`src/rtl/program_loader_if.sv`:
```
// Byte-stream and processor-side signals of the program loader, bundled
// so the loader and whatever hosts it share one declaration.
interface program_loader_if;
  logic [7:0]  rx_byte;
  logic        rx_valid;
  logic        rx_ready;
  logic [31:0] new_instruction;
  logic        word_valid;
  logic        add_into;
  logic        start_signal;
  logic        end_signal;
  logic        busy;
  logic        done;
  logic        error;
  logic [1:0]  err_code;
  logic [31:0] run_cycles;

  // Host side: feeds the byte stream, reports processor completion.
  modport master (
    output rx_byte, rx_valid, end_signal,
    input  rx_ready, new_instruction, word_valid, add_into, start_signal,
           busy, done, error, err_code, run_cycles
  );

  // Loader side.
  modport slave (
    input  rx_byte, rx_valid, end_signal,
    output rx_ready, new_instruction, word_valid, add_into, start_signal,
           busy, done, error, err_code, run_cycles
  );
endinterface

```
`src/rtl/program_loader.sv`:
```
// Program loader: parses a 4-byte header (instruction and data word
// counts), assembles little-endian 32-bit words from a byte stream and
// strobes them to the processor, then starts it and times the run.
module program_loader #(
  parameter int MAX_INSTR = 1024,
  parameter int MAX_DATA  = 1024,
  parameter int TIMEOUT   = 100000
) (
  input logic             clk,
  input logic             reset,
  program_loader_if.slave bus
);

  localparam logic [2:0] HDR   = 3'd0;
  localparam logic [2:0] INSTR = 3'd1;
  localparam logic [2:0] DATA  = 3'd2;
  localparam logic [2:0] START = 3'd3;
  localparam logic [2:0] RUN   = 3'd4;
  localparam logic [2:0] DONE  = 3'd5;
  localparam logic [2:0] ERR   = 3'd6;

  localparam logic [31:0] MAX_I     = 32'(MAX_INSTR);
  localparam logic [31:0] MAX_D     = 32'(MAX_DATA);
  localparam logic [31:0] TIMEOUT_W = 32'(TIMEOUT);

  logic [2:0]  state;
  logic [1:0]  byte_cnt;     // byte position within header or word
  logic [15:0] word_cnt;     // words strobed in the current section
  logic [15:0] ni;
  logic [15:0] nd;
  logic [23:0] word_buf;     // first three bytes of the word in flight
  logic [31:0] new_instruction;
  logic        word_valid;
  logic        add_into;
  logic [1:0]  err_code;
  logic [31:0] run_cycles;

  logic        loading;
  logic        rx_ready;
  logic        accept;
  logic        word_done;
  logic [15:0] hdr_nd;

  // Bytes are taken only while loading, and never in a strobe cycle so the
  // section bookkeeping for the strobed word settles first.
  assign loading   = (state == HDR) || (state == INSTR) || (state == DATA);
  assign rx_ready  = loading && !word_valid;
  assign accept    = bus.rx_valid && rx_ready;
  assign word_done = accept && (state != HDR) && (byte_cnt == 2'd3);
  assign hdr_nd    = {bus.rx_byte, nd[7:0]};

  // Main sequencer: header parse, word assembly, section changes, run timing.
  // NOTE: every register here uses <= so all branches see pre-edge values;
  // a blocking assignment would let later statements read half-updated state.
  always_ff @(posedge clk) begin
    if (reset) begin
      state           <= HDR;
      byte_cnt        <= '0;
      word_cnt        <= '0;
      ni              <= '0;
      nd              <= '0;
      word_buf        <= '0;
      new_instruction <= '0;
      word_valid      <= 1'b0;
      add_into        <= 1'b0;
      err_code        <= '0;
      run_cycles      <= '0;
    end else begin
      word_valid <= 1'b0;
      if (accept) byte_cnt <= byte_cnt + 2'd1;

      if (accept && state != HDR) begin
        unique case (byte_cnt)
          2'd0:    word_buf[7:0]   <= bus.rx_byte;
          2'd1:    word_buf[15:8]  <= bus.rx_byte;
          2'd2:    word_buf[23:16] <= bus.rx_byte;
          default: begin
            new_instruction <= {bus.rx_byte, word_buf};
            word_valid      <= 1'b1;
          end
        endcase
      end

      case (state)
        HDR: if (accept) begin
          unique case (byte_cnt)
            2'd0:    ni[7:0]  <= bus.rx_byte;
            2'd1:    ni[15:8] <= bus.rx_byte;
            2'd2:    nd[7:0]  <= bus.rx_byte;
            default: begin
              nd[15:8] <= bus.rx_byte;
              if (32'(ni) > MAX_I || 32'(hdr_nd) > MAX_D) begin
                state    <= ERR;
                err_code <= 2'd1;
              end else if (ni != 16'd0) begin
                state <= INSTR;
              end else begin
                add_into <= 1'b1;
                state    <= (hdr_nd != 16'd0) ? DATA : START;
              end
            end
          endcase
        end
        // The processor writes the last instruction word on the edge that
        // ends its strobe; add_into flips on that same edge.
        INSTR: begin
          if (word_valid && word_cnt == ni) begin
            add_into <= 1'b1;
            word_cnt <= '0;
            state    <= (nd != 16'd0) ? DATA : START;
          end else if (word_done) begin
            word_cnt <= word_cnt + 16'd1;
          end
        end
        DATA: begin
          if (word_valid && word_cnt == nd) state <= START;
          else if (word_done) word_cnt <= word_cnt + 16'd1;
        end
        START: begin
          run_cycles <= '0;
          state      <= RUN;
        end
        RUN: begin
          if (bus.end_signal) begin
            state <= DONE;
          end else begin
            if (run_cycles != '1) run_cycles <= run_cycles + 32'd1;
            if (TIMEOUT != 0 && run_cycles + 32'd1 == TIMEOUT_W) begin
              state    <= ERR;
              err_code <= 2'd2;
            end
          end
        end
        default: ;  // DONE and ERR hold until reset
      endcase
    end
  end

  assign bus.rx_ready        = rx_ready;
  assign bus.new_instruction = new_instruction;
  assign bus.word_valid      = word_valid;
  assign bus.add_into        = add_into;
  assign bus.start_signal    = (state == START) || (state == RUN);
  assign bus.busy            = (state != DONE) && (state != ERR);
  assign bus.done            = (state == DONE);
  assign bus.error           = (state == ERR);
  assign bus.err_code        = err_code;
  assign bus.run_cycles      = run_cycles;

endmodule
```
`src/flat_wrapper.sv`:
```
// flat-port wrapper written by rule: the top's interface ports become plain ports
module program_loader_flat 
#(
  parameter int MAX_INSTR = 1024,
  parameter int MAX_DATA  = 1024,
  parameter int TIMEOUT   = 100000
)
  (clk, reset, bus_rx_byte, bus_rx_valid, bus_end_signal, bus_rx_ready, bus_new_instruction, bus_word_valid, bus_add_into, bus_start_signal, bus_busy, bus_done, bus_error, bus_err_code, bus_run_cycles);
  program_loader_if bus_i ();
  input logic clk;
  input logic reset;
  input wire logic [$bits(bus_i.rx_byte)-1:0] bus_rx_byte;
  input wire logic [$bits(bus_i.rx_valid)-1:0] bus_rx_valid;
  input wire logic [$bits(bus_i.end_signal)-1:0] bus_end_signal;
  output wire logic [$bits(bus_i.rx_ready)-1:0] bus_rx_ready;
  output wire logic [$bits(bus_i.new_instruction)-1:0] bus_new_instruction;
  output wire logic [$bits(bus_i.word_valid)-1:0] bus_word_valid;
  output wire logic [$bits(bus_i.add_into)-1:0] bus_add_into;
  output wire logic [$bits(bus_i.start_signal)-1:0] bus_start_signal;
  output wire logic [$bits(bus_i.busy)-1:0] bus_busy;
  output wire logic [$bits(bus_i.done)-1:0] bus_done;
  output wire logic [$bits(bus_i.error)-1:0] bus_error;
  output wire logic [$bits(bus_i.err_code)-1:0] bus_err_code;
  output wire logic [$bits(bus_i.run_cycles)-1:0] bus_run_cycles;
  assign bus_i.rx_byte = bus_rx_byte;
  assign bus_i.rx_valid = bus_rx_valid;
  assign bus_i.end_signal = bus_end_signal;
  assign bus_rx_ready = bus_i.rx_ready;
  assign bus_new_instruction = bus_i.new_instruction;
  assign bus_word_valid = bus_i.word_valid;
  assign bus_add_into = bus_i.add_into;
  assign bus_start_signal = bus_i.start_signal;
  assign bus_busy = bus_i.busy;
  assign bus_done = bus_i.done;
  assign bus_error = bus_i.error;
  assign bus_err_code = bus_i.err_code;
  assign bus_run_cycles = bus_i.run_cycles;
  program_loader #(.MAX_INSTR(MAX_INSTR), .MAX_DATA(MAX_DATA), .TIMEOUT(TIMEOUT)) u_core (.clk(clk), .reset(reset), .bus(bus_i));
endmodule
```
`config.mk`:
```
export PLATFORM = sky130hd
export DESIGN_NAME = program_loader_flat
export DESIGN_NICKNAME = d
export VERILOG_FILES = /design/src/rtl/program_loader_if.sv /design/src/rtl/program_loader.sv /design/src/flat_wrapper.sv
export SDC_FILE = /design/constraint.sdc
export NUM_CORES = 1
export LEC_CHECK = 0
export BUFFER_PORTS_ARGS = -buffer_cell sky130_fd_sc_hd__buf_2
export CAP_MARGIN = 5
export CORE_MARGIN = 4
export CORE_UTILIZATION = 54
export DETAILED_ROUTE_END_ITERATION = 16
export PLACE_DENSITY = 0.75
export SKIP_LAST_GASP = 1
export SYNTH_ARGS = -nofsm -noshare
export SYNTH_HDL_FRONTEND = slang
export SYNTH_SLANG_ARGS = --single-unit
```
`constraint.sdc`:
```
create_clock -name clk -period 3 [get_ports clk]
set_input_delay 0.3 -clock clk [delete_from_list [all_inputs] [get_ports clk]]
set_output_delay 0.3 -clock clk [all_outputs]
set_load 0.02 [all_outputs]
```
* After elaboration in Yosys (flattened, before gate mapping)
Cells that the tools add are included.
** Cells by class
- Magnitude comparators :: 2
- Shift-type cells :: 0
- Equality and inequality tests :: 27
- Bitwise logic cells :: 2
- Reduce and logical (&&, ||, !) cells :: 38
- $mul :: 0
- Add/subtract/negate cells :: 3
- Multiplexer cells :: 31
- Div/mod/pow operators :: 0
** Operators by type and width (count)
- 2-to-1 mux 32 bit :: 2
- one-hot mux 32 bit (2 select lines) :: 1
- 2-to-1 mux 16 bit :: 3
- nonzero test 16 bit :: 3
- adder 32 x 1 -> 32 bit (second input constant) :: 1
- equality test 16 bit :: 2
- equality test 32 x 17 -> 1 bit (second input constant) :: 1
- greater-than comparator 16 x 11 -> 1 bit (second input constant) :: 2
- != test 32 bit (second input constant) :: 1
- one-hot mux 16 bit (2 select lines) :: 1
- 2-to-1 mux 3 bit :: 8
- AND reduction 6 bit :: 3
- adder 16 x 1 -> 16 bit (second input constant) :: 1
- != test 2 bit (second input constant) :: 8
- one-hot mux 3 bit (5 select lines) :: 1
- AND reduction 3 bit :: 5
- 2-to-1 mux 2 bit :: 5
- AND reduction 2 bit :: 5
- equality test 3 bit (second input constant) :: 3
- 2-to-1 mux 1 bit :: 8
- nonzero test 2 bit :: 4
- logical AND 1 bit :: 7
- equality test 3 x 2 -> 1 bit (second input constant) :: 2
- != test 2 x 1 -> 1 bit (second input constant) :: 3
- other kinds (17) :: 23
** Storage, ports and cells
- Bits in read-only memories :: 0
- Output and inout port bits :: 73
- Memory bits (writable) :: 0
- Memories :: 0
- Latch bits :: 0
- Register bits :: 145
- Logic and storage cells :: 118

* Depth between registers and ports, before layout
- Word-level depth :: 10
- Mapped depth :: 11

* Least setup slack after synthesis
OpenSTA, ideal clock, no wires.
- Path type :: register to register
- From :: register u_core.run_cycles[0] (netlist: u_core.bus.run_cycles[0])
- To :: register u_core.state[0]
- Path slack :: 0.085 ns
- Path buffers :: 0
- Required time :: 2.871 ns
- Data arrival time :: 2.786 ns
- Period minus slack after synthesis :: 2.915 ns
- Cell stages (with the launch flop) :: 11
- Cell sequence :: dfxtp_1 > ha_1 > a21bo_1 > a2111oi_0 > o221ai_1 > nor4_1 > nand4_1 > o41ai_2 > a31oi_1 > a311oi_1 > a211oi_1
** Between the ends
- Longest elaborated chain between the ends :: 4
** Ends and longest elaborated chain
- start: declaration :: RTL line program_loader.sv:36 : logic [31:0] run_cycles;
- start signal: assignment :: RTL line program_loader.sv:127 : if (run_cycles != '1) run_cycles <= run_cycles + 32'd1;
- adder 32 x 1 -> 32 bit :: RTL line program_loader.sv:128 : if (TIMEOUT != 0 && run_cycles + 32'd1 == TIMEOUT_W) begin
- equality test 32 x 17 -> 1 bit :: RTL line program_loader.sv:128
- != test 3 x 2 -> 1 bit (no source line)
- AND reduction 6 bit (no source line)
- end signal: assignment :: RTL line program_loader.sv:99 : state <= (hdr_nd != 16'd0) ? DATA : START;
- end signal: assignment :: RTL line program_loader.sv:110 : state <= (nd != 16'd0) ? DATA : START;
- end: declaration :: RTL line program_loader.sv:26 : logic [2:0] state;
Every way passes these cells.
A chain may end at the register's enable or synchronous reset.

* Worst setup path in the final report
Ends and elaborated chain as after synthesis.

==> results.yml <==
die:
  fp.dieH_um: 124
  dieArea_um2: 15300
  core_um2: 13200
  die_w_um: 124
  ios: 85
  rows: 42
  start_util: 0.548
run_status:
  status: "completed"
worst_setup_path:
  cp_max_fo: 9
  worstSetupPathType: "reg2reg"
  startpoint_type: "register"
  max_stage_delay_ns: 0.31
  cp.arrival_ns: 3.08
  crit_buf_inv: 1
  cp.required_ns: 3.29
  cpLargestDelayFamily: "simple AND/OR/NAND/NOR gates"
  cp-end-kind: "register"
  worst_path_max_delay_cell: "dfxtp_1"
  path_cells: "ha_1, buf_4, and4_1, and2_2, and3_1, nor4_2, nand4_1, o41ai_2, a31oi_1, a311oi_1, a211oi_1"
synth:
  synth_compound_area_frac: 0.164
  synthMuxAreaShare: 0.00277
  synth_top_family_by_area: "simple AND/OR/NAND/NOR gates"
  synth_xor_area_frac: 0.0654
  synth.top_cell.area_share: 0.402
  syn_nets: 956
  postSynth.asyncResetShare: 0
  yosysSeqAreaShare: 0.402
  synth-main-ff-cell: "dfxtp_1"
  synth-simple-area-share: 0.301
  synth-seq-cells: 145
  synth_edf_count: 0
  avgSynthCellArea_um2: 7.72
  synthAdderAreaFrac: 0.0121
  synth_top_cell_by_area: "dfxtp_1"
  synthTopCellsByArea: "dfxtp_1 (40%), a21oi_1 (9.2%), nand2_1 (8.9%)"
  syn-cell-area_um2: 7230
  yosysWarnings: 0
  synth_cell_type_count: 69
  syn-instance-count: 937
routing:
  drtIter0Drc: 700
  drt-vias-per-instance: 5.97
  dr.pass1.iters: 7
  ant_nets: 0
  wl_um: 20000
  wl_per_cell_um: 16.6
  vias: 7159
  drc: 0
clock_tree:
  clock_sinks: 145
  clockBufferDepth: 2
  cts_root_buf: "clkbuf_16"
  clk_pin_slew_ns: 0.06
  cts_tree: "built"
  htreeDepth: 4
  cts_hold_buf: 0
  cts_buffers: 17
  clk_latency_ns: 0.43
global_routing:
  grt_pass1_wl_um: 32000
  overflow: 0
  grt_max_degree: 51
  antenna_found_initial: 0
  first_global_vias: 6613
  grt_util_all_layers: 0.264
sta:
  slew_viol_final: 0
  rsz0062_at_grt: "false"
  skew_ns: 0.0141
  fin_crit_sh: 0.932
  tightest_slew_ns: 1.11
  setup_viol: 0
  period_minus_slack_ns: 2.80
  fmax_ghz: 0.358
  hold_viol: 0
  whs_ns: 0.251
  slew_headroom: 0.256
layout:
  syn2layout_area_growth_pct: 17.1
  antennaDiodeCount: 0
  drive_gt1_frac: 0.182
  mostFrequentLayoutCells: "nand2_1 (171), dfxtp_1 (142), a21oi_1 (133), buf_2 (83), nand3_1 (72)"
  final_common_cell: "nand2_1"
  nets: 1030
  stdcell_area_um2: 8460
power:
  vdd_drop_max_uv: 519
  p_per_area_nw_per_um2: 591
  p_leak_uw: 0.00315
run:
  cap_violations: 0
place:
  hpwl_um: 13300
  port_buffers: 84
  place_area_um2: 7820
  gp_congestion: 0.918
min_path:
  hold_path_class: "in2reg"
[synth_stat cells, types with 3 or more instances]
library cell / instances
nand2_1: 171
or3_1: 12
and4_1: 7
xor2_1: 18
xnor2_1: 36
buf_2: 3
nor2b_1: 5
nor4_1: 17
buf_1: 4
nand4b_1: 3
clkbuf_8: 5
or4_1: 5
and3_1: 11
a21oi_1: 133
nand4_1: 19
a311oi_1: 8
and2_1: 7
clkbuf_1: 53
a31oi_1: 9
buf_6: 3
o21ai_1: 11
nor3b_1: 3
nor2_1: 66
inv_1: 9
ha_1: 7
o21ai_0: 22
nand3_1: 72
dfxtp_1: 145
nor3_1: 16
nand3b_1: 6
a21o_1: 3
[worst min-delay path: cells and delay by family]
family / cells / cell delay (ns)
AND/OR/NAND/NOR: 1 / 0.08
AO/OA/AOI/OAI: 1 / 0.05
buffers and inverters: 1 / 0.19
[stage by stage]
step / instances / power, uW / TNS, ns / util / worst slack, ns
4_1_cts: 1197 / 5010 / 0 / 0.636 / 0.0170
5_1_grt: 1200 / 5210 / 0 / 0.642 / 0.00548
6_report: 1200 / 5010 / 0 / 0.642 / 0.203
2_1_floorplan: 937 / 2740 / 0 / - / 0.0850
3_3_place_gp: 1165 / 2970 / 0 / 0.593 / 0.119
3_5_place_dp: 1165 / 2970 / -0.00886 / 0.593 / -0.00886
[metal layers]
layer / track usage / wire [um] / part of all wire / vias up
li1: - / - / - / 3438
met3: 0.0599 / 1470 / 0.073 / 55
met2: 0.440 / 9590 / 0.48 / 306
met4: 0.124 / 563 / 0.028 / 0
met5: 0 / 0 / 0 / -
met1: 0.322 / 8350 / 0.42 / 3360
[worst paths after layout]
| kind | depth (start not counted) | slack, ns | endpoint | startpoint |
|---|---|---|---|---|
| max | 11 | 0.20 | u_core.state[0] | u_core.bus.run_cycles[0] |
| min | 3 | 0.25 | u_core.bus.new_instruction[27] | bus_rx_byte[3] |
| max reg2reg | 11 | 0.20 | u_core.state[0] | u_core.bus.run_cycles[0] |
| min reg2reg | 2 | 0.45 | u_core.bus.err_code[1] | u_core.bus.err_code[1] |
[cells by family after synthesis]
group | after synthesis
adders and majority gates | 7
xor gates and xnor gates | 54
AOI/OAI and AO/OA | 209
muxes | 2
DFF | 145
buffers and inverters | 81
and+or+nand+nor | 439
[timing repair]
item | 4_1_cts | 5_1_grt
setup buffers | 0 | 2
cloned | 0 | 1
setup endpoints to repair | 1 | 2
pin swaps | 0 | 3
resized for setup | 1 | 12
[power by group]
group	total (uW)	switching (uW)	leakage, uW	internal (uW)
registers	2080	67.6	0.00117	2010
logic	877	580	0.00169	296
clock network	2050	872	0.000280	1180
[final cells by class]
type                       instances  area, um^2
clock buffer                      19         443
clock inverter                    13         125
fill                            1184        4730
inverter                          10        37.5
multi-input combinational        712        4000
sequential                       145        2910
tap                              176         220
timing repair buffer             125         731
[sequential cells by signal (all words and copies together), names as in the netlist]
name and cells:
u_core.word_buf 24, u_core.word_cnt 16, u_core.byte_cnt 2, u_core.ni 16, u_core.bus.err_code 2, u_core.nd 16
u_core.bus.word_valid 1, u_core.state 3, u_core.bus.new_instruction 32, u_core.bus.run_cycles 32, u_core.bus.add_into 1
No activity file was read; power rests on OpenSTA's default activity.
